**src/rtl/b4_serial_pkg.sv**
```systemverilog
// b4_serial_pkg: shared constants and state type for the 4-bit serial link
package b4_serial_pkg;
  localparam int WIDTH_DEF = 4;
  localparam logic LINE_IDLE = 1'b1;
  localparam logic START_BIT = 1'b0;
  localparam logic STOP_BIT = 1'b1;
  typedef enum logic [1:0] {IDLE, DATA, STOP} rx_state_t;
endpackage

```
**src/rtl/b4_rx_shift.sv**
```systemverilog
// b4_rx_shift: LSB-first shift register with bit counter and last-bit flag
module b4_rx_shift #(
  parameter int WIDTH = 4
) (
  input  logic             clk,
  input  logic             rst,
  input  logic             shift,
  input  logic             clr,
  input  logic             sin,
  output logic [WIDTH-1:0] data,
  output logic             last_bit
);
  localparam int CW = $clog2(WIDTH);
  logic [WIDTH-1:0] sr_q, sr_d;
  logic [CW-1:0] cnt_q, cnt_d;
  always_comb begin
    sr_d = shift ? {sin, sr_q[WIDTH-1:1]} : sr_q;
    cnt_d = clr ? '0 : shift ? cnt_q + 1'b1 : cnt_q;
  end
  always_ff @(posedge clk) begin
    if (rst) begin
      sr_q <= '0;
      cnt_q <= '0;
    end else begin
      sr_q <= sr_d;
      cnt_q <= cnt_d;
    end
  end
  assign data = sr_q;
  assign last_bit = cnt_q == CW'(WIDTH - 1);
endmodule

```
**src/rtl/b4_sipo_rx.sv**
```systemverilog
// b4_sipo_rx: framed serial receiver with valid/ready output and sticky error flags
module b4_sipo_rx
  import b4_serial_pkg::*;
#(
  parameter int WIDTH = WIDTH_DEF
) (
  input  logic             clk,
  input  logic             rst,
  input  logic             en,
  input  logic             sin,
  input  logic             q_ready,
  input  logic             clr_err,
  output logic [WIDTH-1:0] Q_out,
  output logic             q_valid,
  output logic             busy,
  output logic             frame_err,
  output logic             overrun
);
  rx_state_t state_q, state_d;
  logic [WIDTH-1:0] q_out_q, q_out_d, sr_data;
  logic q_valid_q, q_valid_d, frame_err_q, frame_err_d, overrun_q, overrun_d;
  logic shift, clr, last_bit;
  b4_rx_shift #(.WIDTH(WIDTH)) u_shift (
    .clk(clk), .rst(rst), .shift(shift), .clr(clr), .sin(sin),
    .data(sr_data), .last_bit(last_bit)
  );
  always_comb begin
    state_d = state_q;
    q_out_d = q_out_q;
    q_valid_d = q_valid_q & ~q_ready;
    frame_err_d = frame_err_q & ~clr_err;
    overrun_d = overrun_q & ~clr_err;
    shift = en && state_q == DATA;
    clr = en && state_q == IDLE && sin == START_BIT;
    if (en)
      case (state_q)
        IDLE: state_d = sin == START_BIT ? DATA : IDLE;
        DATA: state_d = last_bit ? STOP : DATA;
        default: begin
          state_d = IDLE;
          if (sin != STOP_BIT) frame_err_d = 1'b1;
          else if (q_valid_q && !q_ready) overrun_d = 1'b1;
          else begin
            q_out_d = sr_data;
            q_valid_d = 1'b1;
          end
        end
      endcase
  end
  always_ff @(posedge clk) begin
    if (rst) begin
      state_q <= IDLE;
      q_out_q <= '0;
      q_valid_q <= 1'b0;
      frame_err_q <= 1'b0;
      overrun_q <= 1'b0;
    end else begin
      state_q <= state_d;
      q_out_q <= q_out_d;
      q_valid_q <= q_valid_d;
      frame_err_q <= frame_err_d;
      overrun_q <= overrun_d;
    end
  end
  assign Q_out = q_out_q;
  assign q_valid = q_valid_q;
  assign busy = state_q != IDLE;
  assign frame_err = frame_err_q;
  assign overrun = overrun_q;
endmodule

```
**config.mk**
```make
export PLATFORM = sky130hd
export DESIGN_NAME = b4_sipo_rx
export DESIGN_NICKNAME = d
export VERILOG_FILES = /design/src/rtl/b4_serial_pkg.sv /design/src/rtl/b4_rx_shift.sv /design/src/rtl/b4_sipo_rx.sv
export SDC_FILE = /design/constraint.sdc
export NUM_CORES = 1
export LEC_CHECK = 0
export ABC_AREA = 1
export CAP_MARGIN = 30
export CORE_MARGIN = 5
export CORE_UTILIZATION = 47
export CTS_CLUSTER_SIZE = 28
export DETAILED_ROUTE_END_ITERATION = 6
export PLACE_DENSITY = 0.75
export RECOVER_POWER = 25
export SYNTH_ARGS = -nofsm -noshare
export SYNTH_HDL_FRONTEND = slang
export SYNTH_SLANG_ARGS = --single-unit
```
**constraint.sdc**
```tcl
create_clock -name clk -period 0.99 [get_ports clk]
set_input_delay 0.1485 -clock clk [delete_from_list [all_inputs] [get_ports clk]]
set_output_delay 0.1485 -clock clk [all_outputs]
set_load 0.1 [all_outputs]
```
==> Word-level counts from Yosys, hierarchy flattened <==
Cells that the tools add are included.
{ "totals": {"output_inout_bits": 8, "register_bits": 15, "inputBits": 6, "wordCells": 42} }
{ "op_classes": {"eq_ne": 2, "muxes": 14, "reduce_logical": 10, "n_addsub": 1, "bitwise_logic": 8} }
{ "op_table": {"columns": ["op", "count"], "rows": [
  ["$mux 1", 12],
  ["$not 1->1", 5],
  ["$logic_and 1x1->1", 4],
  ["$pmux 2 s2", 1],
  ["$reduce_and 4->1", 1],
  ["$reduce_or 2->1", 2],
  ["$and 1x1->1", 3],
  ["$add 2x1->2 const B", 1],
  ["$eq 2x1->1 const B", 1],
  ["$eq 2x2->1 const B", 1],
  ["$logic_not 2->1", 1],
  ["$mux 2", 1],
  ["$reduce_bool 2->1", 1],
  ["$logic_not 1->1", 1]
]} }

==> Longest topological paths before layout <==
Gate-level depths: netlist of the first run.
{ "depth": {"word_depth": 6, "ltp_mapped": 6, "depth_no_buf": 6} }

==> Modules after synthesis <==
Synthesis of the first run repeated with hierarchy kept, for this count alone.
{ "unflattened": {"hier_cells": 97, "area_unflattened_um2": 649.4} }
{ "modules_own_cells": {"columns": ["mod", "seq_area_each_um2", "n_inst", "area_per_inst_um2", "cells_per_inst"], "rows": [
  ["b4_sipo_rx", 180.2, 1, 409.1, 64],
  ["b4_rx_shift", 120.1, 1, 240.2, 33]
]} }

==> Least setup slack after synthesis of the first run <==
No wires, ideal clock.
{ "synth_timing": {"path_type": "register -> register", "startpoint": "register q_valid_q (netlist: q_valid)", "endpoint": "register q_out_q[0] (netlist: Q_out[0])", "required_ns": 0.873, "n_path_buf": 0, "setup_ns": 0.117, "setup_slack_ns": -0.520, "stages_incl_launch_ff": 6, "arrival_time_ns": 1.393, "period_less_slack_ns": 1.510, "path_cell_list": "dfxtp_1 -> inv_1 -> nor2_1 -> nor2_2 -> nor2_1 -> nor2_1"} }
{ "synth_via": {"elab_chain_cells": 3} }
{ "synth_rtl": {"columns": ["element", "line_no", "source"], "rows": [
  ["start: declaration", "b4_sipo_rx.sv:21", "logic q_valid_q, q_valid_d, frame_err_q, frame_err_d, overrun_q, overrun_d;"],
  ["start signal: assignment", "b4_sipo_rx.sv:60", "q_valid_q <= q_valid_d;"],
  ["$logic_and 1x1->1", "b4_sipo_rx.sv:42", "else if (q_valid_q && !q_ready) overrun_d = 1'b1;"],
  ["$not 1->1 (no line)", null, null],
  ["$reduce_and 4->1 (no line)", null, null],
  ["end signal: assignment", "b4_sipo_rx.sv:59", "q_out_q <= q_out_d;"],
  ["end: declaration", "b4_sipo_rx.sv:20", "logic [WIDTH-1:0] q_out_q, q_out_d, sr_data;"]
]} }
No other way between the ends.
A chain may end at the register's enable or synchronous reset.

==> Worst setup path after layout of the first run <==
{ "layout_timing": {"startpoint": "register state_q[0]", "endpoint": "output busy"} }
{ "layout_via": {"elab_chain_cells": 1} }
{ "layout_rtl": {"columns": ["element", "line_no", "source"], "rows": [
  ["start: declaration", "b4_sipo_rx.sv:19", "rx_state_t state_q, state_d;"],
  ["start signal: assignment", "b4_sipo_rx.sv:58", "state_q <= state_d;"],
  ["$reduce_bool 2->1", "b4_sipo_rx.sv:67", "assign busy = state_q != IDLE;"],
  ["end: declaration", "b4_sipo_rx.sv:15", "output logic busy,"]
]} }
No other way between the ends.

==> flow_metrics.py, run 1 <==
metrics = {
    "die": {
        "rows": 13,
        "die_x_um": 46.9,
        "ios": 14,
        "start_util": 0.491,
        "die_height_um": 46.9,
        "core_area_mm2": 0.00130,
        "die_area_mm2": 0.00220,
    },
    "setup_path": {
        "cp-end-kind": "output port",
        "worstPathRequired_ns": 0.84,
        "cp_max_fo": 2,
        "path_delay_family": "flip-flops",
        "path_cells": "nor2_4 -> clkinvlp_4 -> buf_12",
        "cp.arrival_ns": 1.05,
        "path_class": "register to output port",
        "path_buf_inv": 2,
        "slowest_stage": "dfxtp_4",
        "max_stage_delay_ns": 0.36,
        "critPathLaunchType": "register",
    },
    "finish": {
        "multi_input_area_um2": 342,
        "final_cell_mix": "nand2_1, nor2_1, inv_1, buf_12",
        "final_common_cell": "nand2_1",
        "n_antenna_cell": 0,
        "seq_area_um2": 319,
        "fin_cells": 125,
        "drive_gt1_frac": 0.409,
        "final_nets": 118,
        "num-fill-cells": 99,
        "synthToLayoutAreaGrowth_pct": 57.7,
    },
    "route": {
        "drtPass1Iterations": 4,
        "drt_iter0_markers": 5,
        "drc": 0,
        "drt-total-wl_um": 1380,
        "vias_per_cell": 4.99,
        "ant_nets": 0,
        "vias": 624,
        "wire_per_inst_um": 11.0,
    },
    "yosys": {
        "yosysUniqueCellTypes": 13,
        "synth_xor_area_frac": 0,
        "postSynthCellCount": 90,
        "yosys.area_share.simple": 0.348,
        "synth_seq_cells": 15,
        "syn_area_um2": 639,
        "synth_compound_area_frac": 0.0783,
        "syn_area_per_cell_um2": 7.10,
        "yosys-mux-area-fraction": 0,
        "yosysSeqAreaShare": 0.470,
        "synth_top_family_by_area": "simple AND/OR/NAND/NOR gates",
        "ys_warn_count": 0,
        "synth_fp_nets": 97,
        "synthAdderAreaFrac": 0.0196,
    },
    "cts": {
        "cts.sinks": 15,
        "clock_path_buffers": 2,
        "cts_tree": "built",
        "clock_latency_ns": 0.29,
        "cts_hold_buf": 0,
        "cts_made_buffers": 3,
        "cts_root_buf": "clkbuf_4",
        "htreeDepth": 1,
        "clkTransAtPathRegs_ns": 0.08,
    },
    "sta": {
        "hold_viol_final": 0,
        "setup_ws_ns": -0.206,
        "fin_skew_ns": 0.00227,
        "report.final.slew_viol_count": 0,
        "finalCriticalPeriod_ns": 1.20,
        "rsz0062_at_grt": "true",
        "timing.setup.tns_ns": -0.326,
        "post-route-period-util": 1.21,
        "worst_slew_pin_slew_ns": 0.249,
        "max_freq_mhz": 836,
        "slew_headroom": 0.834,
        "setup_viol": 7,
    },
    "place": {
        "portBuffers": 13,
        "dp.cells": 119,
        "dp_hpwl_um": 1030,
        "gp_congestion": 0.772,
    },
    "global_routing": {
        "grt_pass1_wl_um": 2300,
        "overflow": 0,
        "antenna_found_initial": 0,
        "grt_pass1_vias": 578,
        "grt_max_degree": 10,
        "grt_usage": 0.152,
    },
    "power_and_ir_drop": {
        "peakVddDrop_mv": 0.918,
        "leakage_uw": 0.000392,
        "pwr_density_cell_mw_per_mm2": 1090,
    },
    "outcome": {
        "outcome": "complete, but fails checks",
        "violations": "negative setup slack",
    },
    "run": {
        "cap_violations": 0,
    },
    "worst_hold_path": {
        "hp-class": "input port to register",
    },
}
[timing repair]
action	4_1_cts	5_1_grt
pin swaps	2	2
setup buffers	2	0
gates resized for setup	7	12
setup endpoints to repair	5	21
[area by class of cell]
cell class / count / share of cell area
multi-input cells: 61 / 0.339
repair buffers: 17 / 0.243
inverters: 13 / 0.0571
clock buffers: 4 / 0.0261
flip-flops and latches: 15 / 0.316
well taps: 15 / 0.0186
[power breakdown]
part	internal, µW	switching [µW]	total [µW]
combinational	57.2	85.5	143
clock	157	194	351
sequential	603	6.11	609
total	817	286	1100
[tightest hold or removal path, stage by stage]
cell	delay [ns]
dlymetal6s2s_1	0.18
nand3_2	0.12
a21oi_1	0.07
[cells by family (layout without fill, tap and decap cells)]
family	Yosys count	count (layout)
flip-flops	15	15
adder cells (fa/ha/maj)	1	1
AO/OA/AOI/OAI	10	10
buffers and inverters	14	34
AND/OR/NAND/NOR	50	50
[Yosys cell counts]
master,n,area [µm²]
nand3_1,5,25.0
ha_1,1,12.5
nor2_2,2,12.5
nor2_1,13,48.8
nor2_4,1,11.3
inv_1,10,37.5
dfxtp_1,15,300
nand3_4,1,17.5
nand4_1,1,6.26
clkbuf_2,1,5.00
a21oi_1,10,50.1
nand2_1,27,101
inv_2,3,11.3
[worst paths after layout]
path / start / endpoint / slack (ns) / cells past startpoint
max: state_q[0] / busy / -0.21 / 3
min: sin / q_valid / 0.27 / 3
max reg2reg: state_q[1] / u_shift.data[2] / -0.03 / 6
min reg2reg: u_shift.data[0] / u_shift.data[0] / 0.48 / 2
[flip-flops by register name, summed over array words and instances, names as in the netlist]
register and cells:
u_shift.cnt_q 2, q_valid 1, Q_out 4, frame_err 1
overrun 1, u_shift.data 4, state_q 2
[per-layer routing]
layer	vias up	global-route usage	share of wire
li1	320	-	-
met1	289	0.172	0.43
met2	10	0.247	0.50
met3	5	0.0460	0.043
met4	0	0.0994	0.028
met5	-	0	0
[metrics by stage]
stage / hold slack (ns) / power [µW] / utilization / setup WS [ns] / instance area [µm²]
final: 0.272 / 1100 / 0.775 / -0.206 / 1010
after global placement: 0.451 / 756 / 0.696 / -0.302 / 906
after global routing: 0.284 / 1170 / 0.775 / -0.261 / 1010
after CTS: 0.383 / 1110 / 0.742 / -0.219 / 966
after detailed placement: 0.465 / 759 / 0.696 / -0.340 / 906
after floorplan: 0.291 / 702 / - / -0.0369 / 667
(Power assumes the default switching activity.)
==> inputs of run 2 (changes only) <==
clock period = 1.3 ns   (was 0.99 ns; I/O delays follow)
==> flow_metrics.py, run 2 (synthesis results as in run 1) <==
metrics = {
    "finish": {
        "synthToLayoutAreaGrowth_pct": 40.9,
        "n_antenna_cell": 0,
        "seq_area_um2": 304,
        "num-fill-cells": 113,
        "drive_gt1_frac": 0.187,
        "final_nets": 115,
        "fin_util": 0.692,
        "final_cell_mix": "nand2_1, nor2_1, dfxtp_1, inv_1, a21oi_1",
        "final_common_cell": "nand2_1",
        "multi_input_area_um2": 285,
    },
    "setup_path": {
        "max_stage_delay_ns": 0.36,
        "r2r_slack_ns": 0.33,
        "r2r-start": "state_q[1]",
        "cp_max_fo": 6,
        "path_delay_family": "flip-flops",
        "critPathLaunchType": "register",
        "r2r-end": "state_q[1]",
        "slowest_stage": "dfxtp_2",
        "reg2reg_depth": 5,
        "worstPathRequired_ns": 1.11,
        "path_cells": "nor2_1 -> inv_1 -> buf_12",
        "path_buf_inv": 2,
        "path_class": "register to output port",
        "cp.arrival_ns": 1.02,
        "cp-end-kind": "output port",
    },
    "global_routing": {
        "grt_max_degree": 10,
        "grt_pass1_wl_um": 2060,
        "grt_usage": 0.131,
        "antenna_found_initial": 0,
        "grt_pass1_vias": 531,
        "overflow": 0,
    },
    "route": {
        "drt-total-wl_um": 1180,
        "drt_iter0_markers": 6,
        "ant_nets": 0,
        "vias_per_cell": 4.76,
        "wire_per_inst_um": 9.68,
        "drtPass1Iterations": 4,
        "vias": 581,
        "drc": 0,
    },
    "power_and_ir_drop": {
        "leakage_uw": 0.000359,
        "power_uw": 810,
        "pwr_density_cell_mw_per_mm2": 899,
        "peakVddDrop_mv": 0.484,
    },
    "cts": {
        "clock_path_buffers": 2,
        "htreeDepth": 1,
        "clock_latency_ns": 0.27,
        "post_cts_buffers": 0,
        "cts_made_buffers": 3,
        "cts_tree": "built",
        "cts.sinks": 15,
        "cts_root_buf": "clkbuf_4",
        "clkTransAtPathRegs_ns": 0.08,
    },
    "place": {
        "dp_hpwl_um": 992,
        "gp_congestion": 0.744,
        "portBuffers": 13,
    },
    "die": {
        "die_x_um": 46.9,
        "start_util": 0.491,
        "rows": 13,
        "die_area_mm2": 0.00220,
        "ios": 14,
        "core_area_mm2": 0.00130,
        "die_height_um": 46.9,
    },
    "run": {
        "cap_violations": 0,
    },
    "sta": {
        "worst_slew_pin_slew_ns": 0.213,
        "rsz0062_at_grt": "false",
        "post-route-period-util": 0.938,
        "setup_viol": 0,
        "fin_skew_ns": 0.00412,
        "report.final.slew_viol_count": 0,
        "slew_headroom": 0.857,
        "max_freq_mhz": 820,
        "hold_viol_final": 0,
        "finalCriticalPeriod_ns": 1.22,
    },
    "worst_hold_path": {
        "hp-class": "register to register",
        "whs_endpoint": "u_shift.data[0]",
        "hold_depth": 2,
        "hp-start": "u_shift.data[0]",
    },
    "outcome": {
        "outcome": "finished clean",
    },
}
-- run 2: worst max path at each step --
stage | start | endpoint | cells after the start
2_1_floorplan | state_q[1] | busy | 2
3_3_place_gp | en | Q_out[0] | 6
3_5_place_dp | en | Q_out[0] | 6
4_1_cts | state_q[1] | busy | 3
5_1_grt | state_q[1] | busy | 3
6_report | state_q[1] | busy | 3
-- run 2: metal layers --
metal / GRT usage / up-vias / part of all wire
met5: 0 / - / 0
met4: 0.0663 / 0 / 0.010
met3: 0.0268 / 2 / 0.052
met2: 0.241 / 9 / 0.50
met1: 0.139 / 258 / 0.44
li1: - / 312 / -
-- run 2: area by class of cell --
cell class,instances,area share
inverters,13,0.0542
flip-flops and latches,15,0.338
repair buffers,14,0.242
well taps,15,0.0208
multi-input cells,61,0.317
clock buffers,4,0.0292
-- run 2: timing repair --
action	4_1_cts	5_1_grt
hold buffers	0	0
endpoints found under the setup margin	0	1
resized for setup	0	2
-- run 2: report_power, final --
group / leakage (µW) / internal [µW] / switching, µW
clock: 0.0000150 / 119 / 132
combinational: 0.000221 / 35.6 / 53.8
sequential: 0.000122 / 465 / 5.53
total: 0.000359 / 619 / 191
-- run 2: tightest hold or removal path: stages, from the launching register on --
cell	delay (ns)
dfxtp_1	0.32
nand2_1	0.06
a21oi_1	0.06
-- run 2: metrics by stage --
step | std cells | TNS (ns) | hold slack (ns) | instance area [µm²] | setup WS [ns]
6_report | 122 | 0 | 0.480 | 901 | 0.0802
5_1_grt | 122 | 0 | 0.486 | 901 | 0.0291
4_1_cts | 122 | 0 | 0.479 | 898 | 0.0226
3_5_place_dp | 118 | -0.112 | 0.463 | 872 | -0.0310
3_3_place_gp | 118 | 0 | 0.452 | 872 | 0.00375
2_1_floorplan | 90 | 0 | 0.338 | 641 | 0.0502
==> inputs of run 3 (changes only) <==
CAP_MARGIN = default   (was 30)
CTS_CLUSTER_SIZE = 12   (was 28)
MAX_ROUTING_LAYER = met4   (was default)
==> flow_metrics.py, run 3 (synthesis results as in run 1) <==
metrics = {
    "die": {
        "rows": 13,
        "die_height_um": 46.9,
        "core_area_mm2": 0.00130,
        "die_area_mm2": 0.00220,
        "die_x_um": 46.9,
        "ios": 14,
        "start_util": 0.491,
    },
    "sta": {
        "finalCriticalPeriod_ns": 1.22,
        "fin_skew_ns": 0.00397,
        "hold_viol_final": 0,
        "slew_headroom": 0.857,
        "setup_ws_ns": 0.0800,
        "timing.setup.tns_ns": 0,
        "max_freq_mhz": 820,
        "report.final.slew_viol_count": 0,
        "worst_slew_pin_slew_ns": 0.213,
        "setup_viol": 0,
        "rsz0062_at_grt": "false",
        "post-route-period-util": 0.938,
    },
    "place": {
        "portBuffers": 13,
        "gp_congestion": 0.754,
        "placed_cell_area_um2": 872,
        "dp_hpwl_um": 992,
        "dp.cells": 118,
        "preCtsSetupSlack_ns": -0.0310,
    },
    "route": {
        "ant_nets": 0,
        "drc": 0,
        "vias_per_cell": 4.76,
        "drt-total-wl_um": 1180,
        "wire_per_inst_um": 9.68,
        "vias": 581,
        "drtPass1Iterations": 4,
        "drt_iter0_markers": 6,
    },
    "outcome": {
        "outcome": "finished clean",
    },
    "setup_path": {
        "cp_max_fo": 6,
        "max_stage_delay_ns": 0.36,
        "path_delay_family": "flip-flops",
        "cp-end-kind": "output port",
        "path_class": "register to output port",
        "path_cells": "nor2_1 -> inv_1 -> buf_12",
        "worstPathRequired_ns": 1.11,
        "slowest_stage": "dfxtp_2",
        "critPathLaunchType": "register",
        "cp.arrival_ns": 1.03,
        "path_buf_inv": 2,
    },
    "run": {
        "cap_violations": 0,
    },
    "global_routing": {
        "overflow": 0,
        "antenna_found_initial": 0,
        "grt_pass1_wl_um": 2060,
        "grt_pass1_vias": 531,
        "grt_busiest_layer": "met2",
        "globalRouteMet2Util": 0.241,
        "grt_usage": 0.135,
        "grt_max_degree": 10,
        "use_met1": 0.141,
        "met3_usage": 0.0230,
    },
    "cts": {
        "clock_latency_ns": 0.27,
        "clkTransAtPathRegs_ns": 0.08,
        "cts_tree": "built",
        "cts_root_buf": "clkbuf_4",
        "cts.sinks": 15,
        "cts_hold_buf": 0,
        "clock_path_buffers": 2,
        "htreeDepth": 1,
        "ctsResizeCount": 0,
        "cts_made_buffers": 3,
        "post_cts_buffers": 0,
    },
    "finish": {
        "final_common_cell": "nand2_1",
        "n_antenna_cell": 0,
        "final_cell_mix": "nand2_1, nor2_1, dfxtp_1, inv_1, a21oi_1",
        "synthToLayoutAreaGrowth_pct": 40.9,
        "fin_cells": 122,
        "drive_gt1_frac": 0.187,
        "final_nets": 115,
        "design_area_um2": 901,
    },
    "power_and_ir_drop": {
        "leakage_uw": 0.000359,
        "pwr_density_cell_mw_per_mm2": 899,
        "peakVddDrop_mv": 0.483,
    },
    "worst_hold_path": {
        "hp-class": "register to register",
    },
}
-- run 3: cell counts in the layout (fill, tap and decap cells not counted) --
Identical to the previous run, type by type.
-- run 3: worst reg2reg max path, delay by kind of cell, from the launching register on --
| kind | cells | cell delay [ns] |
|---|---|---|
| compound gates | 1 | 0.12 |
| simple gates | 2 | 0.18 |
| buf+inv | 2 | 0.25 |
| flops | 1 | 0.36 |
-- run 3: final cells by class --
type                    instances  area, µm²
well taps                      15       18.8
repair buffers                 14        218
inverters                      13       48.8
fillers                       113        400
flip-flops and latches         15        304
clock buffers                   4       26.3
multi-input cells              61        285
-- run 3: stage by stage --
stage | hold WS, ns | total power, µW | util
6_report | 0.480 | 809 | 0.692
5_1_grt | 0.486 | 857 | 0.692
4_1_cts | 0.479 | 821 | 0.690
3_5_place_dp | 0.463 | 571 | 0.670
3_3_place_gp | 0.452 | 570 | 0.670
2_1_floorplan | 0.338 | 532 | -
-- run 3: path summary, 6_finish.rpt --
check	slack [ns]	depth (start not counted)	from	endpoint
hold / removal	0.48	2	u_shift.data[0]	u_shift.data[0]
hold reg to reg	0.48	2	u_shift.data[0]	u_shift.data[0]
setup / recovery	0.08	3	state_q[1]	busy
setup reg to reg	0.33	5	state_q[1]	state_q[1]
-- run 3: where the power goes --
part           total [µW]  internal, µW  leakage (µW)  switching [µW]
registers             470           465      0.000122            5.52
logic                89.4          35.6      0.000221            53.8
clock network         250           119     0.0000150             131
total                 809           619      0.000359             191
-- run 3: metal layers --
layer	routed length, µm	vias up
met3	55	2
met4	12	0
met2	593	9
met5	0	-
met1	520	258
li1	-	312
